**src/rtl/uart_pkg.sv**
```systemverilog
// Shared definitions for the UART transmit arbiter: FSM states and field widths.
package uart_pkg;

    typedef enum logic [1:0] {
        ST_IDLE = 2'd0,
        ST_SEND = 2'd1,
        ST_GAP  = 2'd2
    } uart_state_e;

    localparam int BYTE_W = 8;
    localparam int BAUD_W = 4;

endpackage

```
**src/rtl/uart_rr_picker.sv**
```systemverilog
// Combinational round-robin select: the search begins just after the last winner.
module uart_rr_picker #(
    parameter int N_REQ = 4
) (
    input  logic [N_REQ-1:0]         req,
    input  logic [$clog2(N_REQ)-1:0] last,
    output logic [N_REQ-1:0]         grant,
    output logic [$clog2(N_REQ)-1:0] grant_idx
);

    localparam int IDX_W = $clog2(N_REQ);

    logic             w_found;
    logic [IDX_W-1:0] w_idx;

    always_comb begin
        grant     = '0;
        grant_idx = '0;
        w_found   = 1'b0;
        w_idx     = '0;
        for (int k = 1; k <= N_REQ; k++) begin
            w_idx = IDX_W'((int'(last) + k) % N_REQ);
            if (!w_found && req[w_idx]) begin
                w_found      = 1'b1;
                grant[w_idx] = 1'b1;
                grant_idx    = w_idx;
            end
        end
    end

endmodule

```
**src/rtl/uart_tx_arbiter.sv**
```systemverilog
// Shares one UART TX core among N_REQ requesters: round-robin grant, capture,
// send with timeout, forced idle gap, and a per-requester acknowledge.
module uart_tx_arbiter
    import uart_pkg::*;
#(
    parameter int N_REQ          = 4,
    parameter int GAP_CYCLES     = 2,
    parameter int TIMEOUT_CYCLES = 2_000_000
) (
    input  logic                     clk,
    input  logic                     reset_n,
    input  logic [N_REQ-1:0]         req,
    input  logic [BYTE_W*N_REQ-1:0]  req_data,
    input  logic [BAUD_W*N_REQ-1:0]  req_baud,
    output logic [N_REQ-1:0]         ack,
    output logic                     ack_err,
    output logic                     busy,
    output logic [$clog2(N_REQ)-1:0] grant_id,
    output logic [BYTE_W-1:0]        tx_data,
    output logic                     tx_send_en,
    output logic [BAUD_W-1:0]        tx_baud_set,
    input  logic                     tx_done
);

    localparam int IDX_W = $clog2(N_REQ);
    localparam int CNT_W = $clog2(TIMEOUT_CYCLES);
    localparam int GAP_W = 8;

    uart_state_e       r_state;
    uart_state_e       w_next;
    logic [IDX_W-1:0]  r_last;
    logic [IDX_W-1:0]  r_grant;
    logic [N_REQ-1:0]  r_grant_oh;
    logic [BYTE_W-1:0] r_tx_data;
    logic [BAUD_W-1:0] r_tx_baud;
    logic              r_send_en;
    logic [N_REQ-1:0]  r_ack;
    logic              r_ack_err;
    logic [CNT_W-1:0]  r_cnt;
    logic [GAP_W-1:0]  r_gap;

    logic [N_REQ-1:0]  w_pick_oh;
    logic [IDX_W-1:0]  w_pick_idx;
    logic [BYTE_W-1:0] w_sel_data;
    logic [BAUD_W-1:0] w_sel_baud;
    logic              w_exit;
    logic              w_abort;

    uart_rr_picker #(
        .N_REQ(N_REQ)
    ) u_picker (
        .req      (req),
        .last     (r_last),
        .grant    (w_pick_oh),
        .grant_idx(w_pick_idx)
    );

    always_comb begin
        w_sel_data = '0;
        w_sel_baud = '0;
        for (int i = 0; i < N_REQ; i++) begin
            if (w_pick_idx == IDX_W'(i)) begin
                w_sel_data = req_data[i*BYTE_W +: BYTE_W];
                w_sel_baud = req_baud[i*BAUD_W +: BAUD_W];
            end
        end
    end

    always_ff @(posedge clk or negedge reset_n) begin
        if (!reset_n) begin
            r_state <= ST_IDLE;
        end else begin
            r_state <= w_next;
        end
    end

    // tx_done has priority over the timeout when both land in the same cycle.
    always_comb begin
        w_next  = r_state;
        w_exit  = 1'b0;
        w_abort = 1'b0;
        case (r_state)
            ST_IDLE: begin
                if (|req) w_next = ST_SEND;
            end
            ST_SEND: begin
                if (tx_done) begin
                    w_next = ST_GAP;
                    w_exit = 1'b1;
                end else if (r_cnt == CNT_W'(TIMEOUT_CYCLES - 1)) begin
                    w_next  = ST_GAP;
                    w_exit  = 1'b1;
                    w_abort = 1'b1;
                end
            end
            ST_GAP: begin
                if (r_gap == GAP_W'(GAP_CYCLES - 1)) w_next = ST_IDLE;
            end
            default: w_next = ST_IDLE;
        endcase
    end

    always_ff @(posedge clk or negedge reset_n) begin
        if (!reset_n) begin
            r_last     <= IDX_W'(N_REQ - 1);
            r_grant    <= '0;
            r_grant_oh <= '0;
            r_tx_data  <= '0;
            r_tx_baud  <= '0;
            r_send_en  <= 1'b0;
            r_ack      <= '0;
            r_ack_err  <= 1'b0;
            r_cnt      <= '0;
            r_gap      <= '0;
        end else begin
            r_ack     <= '0;
            r_ack_err <= 1'b0;
            case (r_state)
                ST_IDLE: begin
                    if (|req) begin
                        r_tx_data  <= w_sel_data;
                        r_tx_baud  <= w_sel_baud;
                        r_grant    <= w_pick_idx;
                        r_grant_oh <= w_pick_oh;
                        r_last     <= w_pick_idx;
                        r_send_en  <= 1'b1;
                        r_cnt      <= '0;
                    end
                end
                ST_SEND: begin
                    if (w_exit) begin
                        r_send_en <= 1'b0;
                        r_ack     <= r_grant_oh;
                        r_ack_err <= w_abort;
                        r_gap     <= '0;
                    end else if (r_cnt != '1) begin
                        r_cnt <= r_cnt + CNT_W'(1);
                    end
                end
                ST_GAP: begin
                    r_gap <= r_gap + GAP_W'(1);
                end
                default: ;
            endcase
        end
    end

    assign ack         = r_ack;
    assign ack_err     = r_ack_err;
    assign busy        = (r_state != ST_IDLE);
    assign grant_id    = r_grant;
    assign tx_data     = r_tx_data;
    assign tx_send_en  = r_send_en;
    assign tx_baud_set = r_tx_baud;

endmodule

```
**config.mk**
```make
export PLATFORM = sky130hd
export DESIGN_NAME = uart_tx_arbiter
export DESIGN_NICKNAME = d
export VERILOG_FILES = /design/src/rtl/uart_pkg.sv /design/src/rtl/uart_rr_picker.sv /design/src/rtl/uart_tx_arbiter.sv
export SDC_FILE = /design/constraint.sdc
export NUM_CORES = 1
export LEC_CHECK = 0
export CAP_MARGIN = 20
export CORE_AREA = 3 3 79 111
export DETAILED_ROUTE_END_ITERATION = 6
export DIE_AREA = 0 0 82 114
export GPL_TIMING_DRIVEN = 0
export PLACE_DENSITY = 0.84
export SLEW_MARGIN = 20
export SYNTH_ARGS = -nofsm -noshare
export SYNTH_HDL_FRONTEND = slang
export SYNTH_SLANG_ARGS = --single-unit
```
**constraint.sdc**
```tcl
create_clock -name clk -period 3.1 [get_ports clk]
set_input_delay 0.775 -clock clk [delete_from_list [all_inputs] [get_ports clk]]
set_output_delay 0.775 -clock clk [all_outputs]
set_load 0.02 [all_outputs]
```
### Word-level counts from Yosys, hierarchy flattened

Cells that the tools add are included.
Widths: inputs -> output; s select.

| operators by class | value |
|---|---|
| $add $sub $neg | 6 |
| $mul | 0 |
| div/mod/pow operators | 0 |
| $lt $le $gt $ge | 8 |
| eq/ne operators | 14 |
| shifts and indexed selects | 0 |
| mux-type cells | 57 |
| bitwise operators | 3 |
| reductions and logical operators | 21 |

Operator list:

| kind | number |
|---|---|
| $mux 21 | 3 |
| $pmux 21 s2 | 1 |
| $mux 4 | 10 |
| $mux 8 | 5 |
| $add 21x1->21 const B | 1 |
| $eq 21x21->1 const B | 1 |
| $ne 21x21->1 const B | 1 |
| $mux 1 | 19 |
| $mux 2 | 8 |
| $pmux 8 s2 | 1 |
| $lt 2x3->1 const B | 4 |
| $or 4x4->4 | 3 |
| $ne 2x2->1 const B | 5 |
| $add 8x1->8 const B | 1 |
| $bmux 1 s2 | 4 |
| $demux 1 s2 | 4 |
| $eq 8x1->1 const B | 1 |
| $ge 2x1->1 const B | 4 |
| $logic_and 1x1->1 | 7 |
| $eq 2x2->1 const B | 3 |
| $pmux 2 s3 | 1 |
| $reduce_and 3->1 | 2 |
| $reduce_bool 2->1 | 3 |
| $add 2x1->2 const B | 2 |
| 9 further kinds | 15 |

| storage, ports and cells | value |
|---|---|
| register bits after elaboration | 57 |
| latch bits | 0 |
| memory bits (writable) | 0 |
| bits in read-only memories | 0 |
| input bits | 55 |
| output and inout port bits | 21 |
| memories | 0 |

### Logic depth before layout (Yosys ltp)

Gate-level depths: netlist of the first run.

| logic depth | value |
|---|---|
| word-level depth | 18 |
| depth in mapped cells | 10 |
| gate-level depth less buffers | 8 |

### Cells and area by module

From an unflattened synthesis of the first run, not the netlist that was laid out.

| unflattened totals | value |
|---|---|
| cell total of the unflattened synthesis | 350 |
| area, all modules | 3619.7 µm² |

By module, submodules not included:

| module | times used | cells each | area an instance (µm²) | seq. area each (µm²) |
|---|---|---|---|---|
| uart_tx_arbiter | 1 | 282 | 3074.2 | 1428.9 |
| uart_rr_picker | 1 | 68 | 545.5 | 0.0 |

### Least setup slack after synthesis of the first run

No wires, ideal clock.

| timing | value |
|---|---|
| path kind | register to register |
| start | reg r_last[0] |
| end | reg r_tx_baud[3] (netlist: tx_baud_set[3]) |
| setup time | 0.125 ns |
| arrival time | 2.745 ns |
| required time | 2.975 ns |
| slack | 0.230 ns |
| cell stages (with the launch flop) | 11 |
| clock period less this slack | 2.870 ns |
| cell sequence | dfstp_2 > inv_1 > ha_1 > buf_4 > or3b_2 > nand3_1 > a32oi_1 > o21ai_2 > buf_6 > mux4_2 > mux2_4 |

| on the way | value |
|---|---|
| longest elaborated chain between the ends | 18 |
| elaborated cells on any way between the ends | 33 |
| classes of those cells | add/sub: 4; eq/ne: 3; mux: 19; reduce/logical: 7 |

RTL lines:

| item | line | RTL |
|---|---|---|
| from (decl) | uart_tx_arbiter.sv:31 | `logic [IDX_W-1:0] r_last;` |
| from (signal assigned) | uart_tx_arbiter.sv:105 | `r_last <= IDX_W'(N_REQ - 1);` |
| from (signal assigned) | uart_tx_arbiter.sv:125 | `r_last <= w_pick_idx;` |
| $add 2x1->2 | uart_rr_picker.sv:22 | `w_idx = IDX_W'((int'(last) + k) % N_REQ);` |
| $bmux 1 s2 | uart_rr_picker.sv:23 | `if (!w_found && req[w_idx]) begin` |
| $mux 1 (implied by the code) | uart_rr_picker.sv:23 |  |
| $mux 1 | uart_rr_picker.sv:23 |  |
| $logic_not 1->1 | uart_rr_picker.sv:23 |  |
| $logic_and 1x1->1 | uart_rr_picker.sv:23 |  |
| $mux 1 | uart_rr_picker.sv:23 |  |
| $logic_not 1->1 | uart_rr_picker.sv:23 |  |
| $logic_and 1x1->1 | uart_rr_picker.sv:23 |  |
| $mux 1 | uart_rr_picker.sv:23 |  |
| $logic_not 1->1 | uart_rr_picker.sv:23 |  |
| $logic_and 1x1->1 | uart_rr_picker.sv:23 |  |
| $mux 2 * | uart_rr_picker.sv:23 |  |
| $logic_not 2->1 | uart_tx_arbiter.sv:62 | `if (w_pick_idx == IDX_W'(i)) begin` |
| $mux 4 (3 in series) | uart_tx_arbiter.sv:62 |  |
| $mux 4 * | uart_tx_arbiter.sv:62 |  |
| to (signal assigned) | uart_tx_arbiter.sv:122 | `r_tx_baud <= w_sel_baud;` |
| to (decl) | uart_tx_arbiter.sv:35 | `logic [BAUD_W-1:0] r_tx_baud;` |

Mark *: on every way between the ends. The rest lies on a longest branch, timed or not. The select of a mux whose other input is x is not followed.
A chain may end at the register's enable or synchronous reset.

### Worst setup path in the final report of the first run

| timing | value |
|---|---|
| start | in req[1] |
| end | reg r_tx_data[3] (netlist: tx_data[3]) |

| on the way | value |
|---|---|
| longest elaborated chain between the ends | 17 |
| elaborated cells on any way between the ends | 31 |
| classes of those cells | eq/ne: 3; mux: 19; reduce/logical: 9 |

RTL lines:

| item | line | RTL |
|---|---|---|
| from (decl) | uart_tx_arbiter.sv:12 | `input logic [N_REQ-1:0] req,` |
| $bmux 1 s2 | uart_rr_picker.sv:23 |  |
| $mux 1 (implied by the code) | uart_rr_picker.sv:23 |  |
| $mux 1 | uart_rr_picker.sv:23 |  |
| $logic_not 1->1 | uart_rr_picker.sv:23 |  |
| $logic_and 1x1->1 | uart_rr_picker.sv:23 |  |
| $mux 1 | uart_rr_picker.sv:23 |  |
| $logic_not 1->1 | uart_rr_picker.sv:23 |  |
| $logic_and 1x1->1 | uart_rr_picker.sv:23 |  |
| $mux 1 | uart_rr_picker.sv:23 |  |
| $logic_not 1->1 | uart_rr_picker.sv:23 |  |
| $logic_and 1x1->1 | uart_rr_picker.sv:23 |  |
| $mux 2 | uart_rr_picker.sv:23 |  |
| $logic_not 2->1 | uart_tx_arbiter.sv:62 |  |
| $mux 8 (4 in series) | uart_tx_arbiter.sv:62 |  |
| to (signal assigned) | uart_tx_arbiter.sv:121 | `r_tx_data <= w_sel_data;` |
| to (decl) | uart_tx_arbiter.sv:34 | `logic [BYTE_W-1:0] r_tx_data;` |

Parallel ways exist; a longest one is shown, timed or not. The select of a mux whose other input is x is not followed.

==> results of run 1 <==
cell usage in the layout, fill, tap and decap left out, types with 4 or more instances in the layout:
master and n:
sky130_fd_sc_hd__a211oi_1 6, sky130_fd_sc_hd__a21oi_1 13, sky130_fd_sc_hd__a222oi_1 4, sky130_fd_sc_hd__a31oi_1 7
sky130_fd_sc_hd__and2_1 4, sky130_fd_sc_hd__and3_1 7, sky130_fd_sc_hd__buf_2 5, sky130_fd_sc_hd__buf_4 6
sky130_fd_sc_hd__buf_6 4, sky130_fd_sc_hd__clkbuf_1 7, sky130_fd_sc_hd__clkbuf_8 13, sky130_fd_sc_hd__clkdlybuf4s50_1 73
sky130_fd_sc_hd__dfrtp_1 55, sky130_fd_sc_hd__ha_1 11, sky130_fd_sc_hd__inv_1 8, sky130_fd_sc_hd__mux2_2 5
sky130_fd_sc_hd__mux2_4 10, sky130_fd_sc_hd__mux2i_1 7, sky130_fd_sc_hd__mux4_2 9, sky130_fd_sc_hd__nand2_1 16
sky130_fd_sc_hd__nand2b_1 6, sky130_fd_sc_hd__nand3_1 16, sky130_fd_sc_hd__nand3b_1 4, sky130_fd_sc_hd__nand4_1 7
sky130_fd_sc_hd__nor2_1 38, sky130_fd_sc_hd__o21ai_0 10, sky130_fd_sc_hd__o31ai_1 4, sky130_fd_sc_hd__xnor2_1 9
synthesized netlist by cell type (7+ instances only):
cell type	count
sky130_fd_sc_hd__nand3_1	16
sky130_fd_sc_hd__a31oi_1	7
sky130_fd_sc_hd__nand2_1	16
sky130_fd_sc_hd__nor2_1	38
sky130_fd_sc_hd__ha_1	11
sky130_fd_sc_hd__a21oi_1	13
sky130_fd_sc_hd__nand4_1	7
sky130_fd_sc_hd__and3_1	7
sky130_fd_sc_hd__mux2i_1	7
sky130_fd_sc_hd__inv_1	9
sky130_fd_sc_hd__mux4_2	9
sky130_fd_sc_hd__dfrtp_1	55
sky130_fd_sc_hd__mux2_4	10
sky130_fd_sc_hd__xnor2_1	9
sky130_fd_sc_hd__o21ai_0	10
layer usage:
layer	part of all wire	wire [um]	global-route usage	up-vias
met5	0	0	0	-
li1	-	-	-	1415
met1	0.40	3300	0.223	1429
met4	0.0088	72	0.0831	0
met3	0.047	387	0.0403	5
met2	0.54	4390	0.335	80
registers in the layout, indices dropped and copies added, names as in the netlist:
name and flops:
r_state 2, r_gap 8, ack 4, ack_err 1
tx_baud_set 4, tx_data 8, grant_id 2, r_last 2
r_grant_oh 4, r_cnt 21, tx_send_en 1
power by group:
group	switching, uW	total, uW	internal (uW)
registers	142	1110	964
clock network	291	728	436
logic	1150	2330	1170
worst paths after layout:
kind | endpoint | slack (ns)
worst max-delay path | tx_data[3] | 0.17
worst min-delay path | ack[1] | 0.47
worst max register to register | tx_data[3] | 0.17
worst min register to register | ack[1] | 0.47
max in group asynchronous | r_cnt[2] | 2.16
min in group asynchronous | r_gap[3] | 0.48
metrics by stage:
stage          TNS, ns  instance area, um^2
6_report             0                 4600
5_1_grt              0                 4600
4_1_cts              0                 4590
3_5_place_dp     -2.64                 4360
3_3_place_gp    -25.27                 4360
2_1_floorplan        0                 3490
layout make-up:
| cell class | instances | area [um^2] |
|---|---|---|
| clock buffers | 14 | 173 |
| well taps | 100 | 125 |
| plain buffers | 17 | 123 |
| flip-flops and latches | 57 | 1430 |
| repair buffers | 78 | 768 |
| inverters | 9 | 37.5 |
| multi-input cells | 245 | 1910 |
| clock inverters | 2 | 35.0 |
| fillers | 666 | 3200 |
cell families after synthesis:
logic type | after synthesis
AO/OA/AOI/OAI | 64
AND/OR/NAND/NOR | 124
adder cells (fa/ha/maj) | 11
multiplexers | 35
XOR/XNOR | 11
buffers and inverters | 26
flip-flops | 57
timing repair:
action                                  in CTS  in global routing
resized for setup                            1                  0
gates cloned                                 0                  0
pin swaps                                    1                  0
endpoints found under the setup margin       9                  9
buffers inserted                             3                  1
==> insert_results.sql, run 1 <==
INSERT INTO impl_metrics (metric_group, metric, value, unit) VALUES
('global_routing', 'grt.total_usage', '0.192', ''),
('floorplan', 'rows', '38', ''),
('synthesis', 'async_flop_share', '1.00', ''),
('final_layout', 'final-instance-count-excl-fill', '522', ''),
('placement', 'place.port_buffers', '74', ''),
('synthesis', 'synth_compound_gate_area_share', '0.126', ''),
('routing', 'wire_per_inst', '15.6', 'um'),
('synthesis', 'synth_top_area_share', '0.394', ''),
('synthesis', 'synth_top_family_by_area', 'simple AND/OR/NAND/NOR gates', ''),
('worst_hold_path', 'min_path_type', 'register to register', ''),
('worst_setup_path', 'worst-r2r-cell-count', '10', ''),
('clock_tree', 'clock_edge_transition_at_the_registers_on_the_reported_setup_and_hold_paths', '0.07', 'ns'),
('global_routing', 'antenna_violations_before_repair', '0', ''),
('pwr', 'total_power', '4160', 'uW'),
('final_layout', 'syn2layout_area_growth', '31.6', '%'),
('placement', 'dp_hpwl', '6070', 'um'),
('timing', 'clock.fmax', '341', 'MHz'),
('clock_tree', 'clock_latency', '0.34', 'ns'),
('timing', 'tightest_slew', '0.695', 'ns'),
('synthesis', 'synth.yosys.warnings', '0', ''),
('final_layout', 'insertedDiodeCount', '0', ''),
('synthesis', 'synth_enable_flop_cells', '0', ''),
('placement', 'post-place-cells', '502', ''),
('worst_setup_path', 'rr_startpoint', 'r_last[0]', ''),
('synthesis', 'synthMuxAreaShare', '0.166', ''),
('worst_setup_path', 'required', '3.32', 'ns'),
('timing', 'timing.final.ws_setup', '0.166', 'ns'),
('floorplan', 'floorplan.die_area', '9350', 'um^2'),
('floorplan', 'design.portCount', '76', ''),
('timing', 'rsz0062_at_grt', 'no', ''),
('synthesis', 'number_of_cells_produced_by_synthesis', '328', ''),
('clock_tree', 'cts_inserted_buffers', '9', ''),
('timing', 'skew', '0.00812', 'ns'),
('worst_setup_path', 'cp_data_arrival_time', '3.16', 'ns'),
('worst_setup_path', 'timing.critical_path.slowest_stage_cell', 'sky130_fd_sc_hd__clkdlybuf4s50_1', ''),
('synthesis', 'post_synth_fa_ha_maj_area_fraction', '0.0394', ''),
('global_routing', 'grt_first_pass_wirelength', '14000', 'um'),
('job', 'drv.max_cap_violation_count', '0', ''),
('floorplan', 'dieWidth', '82', 'um'),
('worst_setup_path', 'crit_start', 'req[1]', ''),
('synthesis', 'synth_xor_xnor_area_share', '0.0276', ''),
('clock_tree', 'clock_sinks', '57', ''),
('synthesis', 'synth_nets', '394', ''),
('clock_tree', 'cts_tree', 'built', ''),
('final_layout', 'utilization', '0.590', ''),
('routing', 'detail-route-antenna-nets', '0', ''),
('routing', 'aggregate_routed_wire_length', '8150', 'um'),
('synthesis', 'avgSynthCellArea', '10.7', 'um^2'),
('clock_tree', 'clock_tree.buffer_depth', '2', ''),
('placement', 'finalWeightedCongestion', '0.909', ''),
('worst_setup_path', 'critPathKind', 'input port to register', ''),
('worst_hold_path', 'hold_path_depth', '1', ''),
('pwr', 'power.leakage', '0.00190', 'uW'),
('global_routing', 'largest_net_degree_at_the_start_of_global_routing', '58', ''),
('timing', 'report.final.slew_viol_count', '0', ''),
('floorplan', 'core_area', '7800', 'um^2'),
('final_layout', 'drive_gt1_frac', '0.159', ''),
('routing', 'detail_route.drc_violations', '0', ''),
('pwr', 'power-per-cell-area', '905', 'nW/um^2'),
('routing', 'num_vias', '2929', ''),
('worst_setup_path', 'cp.buffers_inverters', '2', ''),
('global_routing', 'via_count_of_the_first_global_routing_pass', '3076', ''),
('synthesis', 'synth-main-ff-cell', 'sky130_fd_sc_hd__dfrtp_1', ''),
('clock_tree', 'cts_root_buf', 'sky130_fd_sc_hd__clkbuf_8', ''),
('worst_setup_path', 'kind_of_cell_adding_the_most_delay_to_the_critical_path', 'multiplexers', ''),
('worst_setup_path', 'worstSetupStartpointType', 'input port', ''),
('clock_tree', 'clock_tree.htree_level_count', '3', ''),
('synthesis', 'sequential_element_share_of_the_synthesized_area', '0.409', ''),
('status', 'outcome', 'completed', ''),
('worst_setup_path', 'critical_path_depth', '8', ''),
('timing', 'timing.final.crit_period', '2.93', 'ns');
(Power assumes the default switching activity.)
==> run 2, diff against run 1 <==
--- a/config.mk
+++ b/config.mk
@@ -7,6 +7,7 @@
 export LEC_CHECK = 0
 export CAP_MARGIN = 20
 export CORE_AREA = 3 3 79 111
+export CTS_CLUSTER_SIZE = 14
 export DETAILED_ROUTE_END_ITERATION = 6
 export DIE_AREA = 0 0 82 114
 export GPL_TIMING_DRIVEN = 0
==> results of run 2 <==
Same layout as run 1: the final DEF is identical, and so are final timing and power.
==> run 3, diff against run 2 <==
--- a/config.mk
+++ b/config.mk
@@ -6,13 +6,17 @@
 export NUM_CORES = 1
 export LEC_CHECK = 0
 export CAP_MARGIN = 20
-export CORE_AREA = 3 3 79 111
+export CELL_PAD_IN_SITES_DETAIL_PLACEMENT = 1
+export CELL_PAD_IN_SITES_GLOBAL_PLACEMENT = 1
+export CORE_AREA = 3 3 88 123
 export CTS_CLUSTER_SIZE = 14
 export DETAILED_ROUTE_END_ITERATION = 6
-export DIE_AREA = 0 0 82 114
+export DIE_AREA = 0 0 91 126
 export GPL_TIMING_DRIVEN = 0
-export PLACE_DENSITY = 0.84
+export PLACE_DENSITY = 0.86
+export SETUP_SLACK_MARGIN = 0.5
 export SLEW_MARGIN = 20
 export SYNTH_ARGS = -nofsm -noshare
 export SYNTH_HDL_FRONTEND = slang
 export SYNTH_SLANG_ARGS = --single-unit
+export TNS_END_PERCENT = 1
==> run 3 against run 2 <==
  * Sequential power barely moved
  * Combinational power rose by 11%
  * Total power rose by 14%
  * Hold slack improved by 0.020 ns
  * Clock power rose by 40%
  * Highest routed layer unchanged
  * Largest cell class unchanged
==> insert_results.sql, run 3 (synthesis results as in run 1) <==
INSERT INTO impl_metrics (metric_group, metric, value, unit) VALUES
('final_layout', 'sequential_cell_area', '1430', 'um^2'),
('worst_setup_path', 'cp_data_arrival_time', '3.01', 'ns'),
('clock_tree', 'cts_root_buf', 'sky130_fd_sc_hd__clkbuf_16', ''),
('floorplan', 'core_area', '9900', 'um^2'),
('clock_tree', 'clock_edge_transition_at_the_registers_on_the_reported_setup_and_hold_paths', '0.05', 'ns'),
('global_routing', 'grt.overflow.total', '0', ''),
('worst_setup_path', 'worstReg2RegEnd', 'tx_data[7]', ''),
('routing', 'detail_route.drc_violations', '0', ''),
('clock_tree', 'clock_latency', '0.33', 'ns'),
('clock_tree', 'cts_inserted_buffers', '9', ''),
('final_layout', 'layout_common_cells', 'sky130_fd_sc_hd__clkdlybuf4s50_1, sky130_fd_sc_hd__dfrtp_1, sky130_fd_sc_hd__nor2_1, sky130_fd_sc_hd__nand2_1, sky130_fd_sc_hd__nand3_1', ''),
('timing', 'rsz0062_at_grt', 'yes', ''),
('pwr', 'ir_worst_vdd', '0.594', 'mV'),
('worst_setup_path', 'worstSetupStartpointType', 'register', ''),
('global_routing', 'grt.total_usage', '0.185', ''),
('worst_setup_path', 'timing.critical_path.to', 'tx_data[7]', ''),
('global_routing', 'largest_net_degree_at_the_start_of_global_routing', '58', ''),
('routing', 'num_vias', '3015', ''),
('final_layout', 'count_of_filler_cells_inserted_in_the_layout', '1112', ''),
('clock_tree', 'post_cts_hold_buffer_count', '0', ''),
('clock_tree', 'clock_tree.buffer_depth', '2', ''),
('worst_setup_path', 'required', '3.32', 'ns'),
('status', 'outcome', 'completed', ''),
('floorplan', 'design.portCount', '76', ''),
('placement', 'finalWeightedCongestion', '0.798', ''),
('final_layout', 'design.final.nets', '486', ''),
('placement', 'dp_hpwl', '7240', 'um'),
('floorplan', 'floorplan.die_area', '11500', 'um^2'),
('clock_tree', 'clock_tree.htree_level_count', '3', ''),
('floorplan', 'dieWidth', '91', 'um'),
('worst_setup_path', 'setup.worst_path.end_class', 'register', ''),
('timing', 'maxSlewHeadroom', '0.505', ''),
('global_routing', 'grt_first_pass_wirelength', '16700', 'um'),
('final_layout', 'insertedDiodeCount', '0', ''),
('pwr', 'power-per-cell-area', '974', 'nW/um^2'),
('worst_setup_path', 'critPathKind', 'register to register', ''),
('clock_tree', 'cts_tree', 'built', ''),
('floorplan', 'start_util', '0.353', ''),
('job', 'drv.max_cap_violation_count', '0', ''),
('placement', 'cell_area_after_placement', '4440', 'um^2'),
('timing', 'timing.final.crit_period', '2.79', 'ns'),
('clock_tree', 'clock_sinks', '57', ''),
('final_layout', 'multi_input_combinational_cell_area', '1970', 'um^2'),
('timing', 'skew', '0.00589', 'ns'),
('routing', 'wire_per_inst', '17.8', 'um'),
('routing', 'detail-route-antenna-nets', '0', ''),
('timing', 'finalCritPeriodShare', '0.901', ''),
('timing', 'finalSetupViolations', '0', ''),
('routing', 'route.detailed.vias_per_inst', '5.38', ''),
('final_layout', 'syn2layout_area_growth', '38.8', '%'),
('floorplan', 'die_y', '126', 'um'),
('routing', 'aggregate_routed_wire_length', '9950', 'um'),
('routing', 'starting_drc_count_in_detailed_routing', '168', ''),
('placement', 'place.port_buffers', '74', ''),
('worst_setup_path', 'rr_startpoint', 'r_last[1]', ''),
('timing', 'tightest_slew', '0.742', 'ns'),
('final_layout', 'registers.top_by_ff_count', 'r_cnt', ''),
('worst_setup_path', 'crit_path_max_fo', '7', ''),
('final_layout', 'largest_reg_flops', '21', ''),
('final_layout', 'utilization', '0.490', ''),
('final_layout', 'layout.cell_area.non_filler', '4850', 'um^2'),
('worst_setup_path', 'worst-r2r-cell-count', '11', ''),
('global_routing', 'via_count_of_the_first_global_routing_pass', '3398', ''),
('timing', 'final-hold-violation-count', '0', ''),
('routing', 'drt-pass1-iter-count', '5', ''),
('timing', 'report.final.slew_viol_count', '0', ''),
('final_layout', 'drive_gt1_frac', '0.186', ''),
('worst_setup_path', 'crit_start', 'r_last[1]', ''),
('final_layout', 'layout.cells.most_common', 'sky130_fd_sc_hd__clkdlybuf4s50_1', ''),
('global_routing', 'antenna_violations_before_repair', '0', ''),
('timing', 'clock.fmax', '358', 'MHz'),
('floorplan', 'rows', '43', ''),
('worst_hold_path', 'min_path_type', 'register to register', ''),
('worst_setup_path', 'reg2reg_setup_slack', '0.31', 'ns'),
('pwr', 'power.leakage', '0.00200', 'uW');
run 3: where the power goes:
group | internal [uW] | switching (uW)
sequential | 966 | 150
combinational | 1310 | 1280
clock | 685 | 332
run 3: through the flow:
stage	total power, uW	std cells	setup slack (ns)	hold slack [ns]	setup TNS [ns]
after floorplan	2770	328	0.477	0.454	0
after global placement	3410	537	-0.532	0.466	-30.88
after detailed placement	3520	537	-0.339	0.479	-3.30
after CTS	4750	560	0.324	0.489	0
after global routing	5030	560	0.231	0.507	0
final	4720	560	0.308	0.485	0
run 3: critical path, cell delays in order, from the launching register on:
cell and delay [ns]:
sky130_fd_sc_hd__dfstp_2 0.55, sky130_fd_sc_hd__inv_4 0.06, sky130_fd_sc_hd__ha_4 0.23, sky130_fd_sc_hd__buf_6 0.13
sky130_fd_sc_hd__or3b_1 0.36, sky130_fd_sc_hd__o211ai_1 0.15, sky130_fd_sc_hd__a32oi_2 0.18, sky130_fd_sc_hd__o21ai_2 0.15
sky130_fd_sc_hd__buf_6 0.15, sky130_fd_sc_hd__buf_6 0.12, sky130_fd_sc_hd__mux4_2 0.30, sky130_fd_sc_hd__mux2_4 0.28
run 3: worst min-delay path by stage:
| stage | from | end | slack (ns) | cells past startpoint |
|---|---|---|---|---|
| 2_1_floorplan | r_grant_oh[0] | ack[0] | 0.45 | 1 |
| 5_1_grt | r_grant_oh[3] | ack[3] | 0.51 | 1 |
| 3_5_place_dp | r_grant_oh[2] | ack[2] | 0.48 | 1 |
| 3_3_place_gp | r_grant_oh[1] | ack[1] | 0.47 | 1 |
| 6_report | r_grant_oh[3] | ack[3] | 0.49 | 1 |
| 4_1_cts | r_grant_oh[3] | ack[3] | 0.49 | 1 |
run 3: layout make-up:
class	count	share of cell area
multi-input combinational	245	0.406
sequential	57	0.295
timing repair buffer	81	0.164
clock buffer	14	0.0565
tap	135	0.0348
buffer	17	0.0281
inverter	9	0.00800
clock inverter	2	0.00722
run 3: metal layers:
layer | vias to the layer above | routed length [um] | track usage | share of wire
li1 | 1410 | - | - | -
met1 | 1518 | 3630 | 0.189 | 0.36
met2 | 71 | 5670 | 0.350 | 0.57
met3 | 16 | 461 | 0.0490 | 0.046
met4 | 0 | 195 | 0.0755 | 0.020
met5 | - | 0 | 0 | 0
run 3: timing repair:
action,4_1_cts,5_1_grt
gates resized for setup,10,3
pin swaps,4,2
buffers inserted,6,0
endpoints found under the setup margin,21,37
gates cloned,1,0
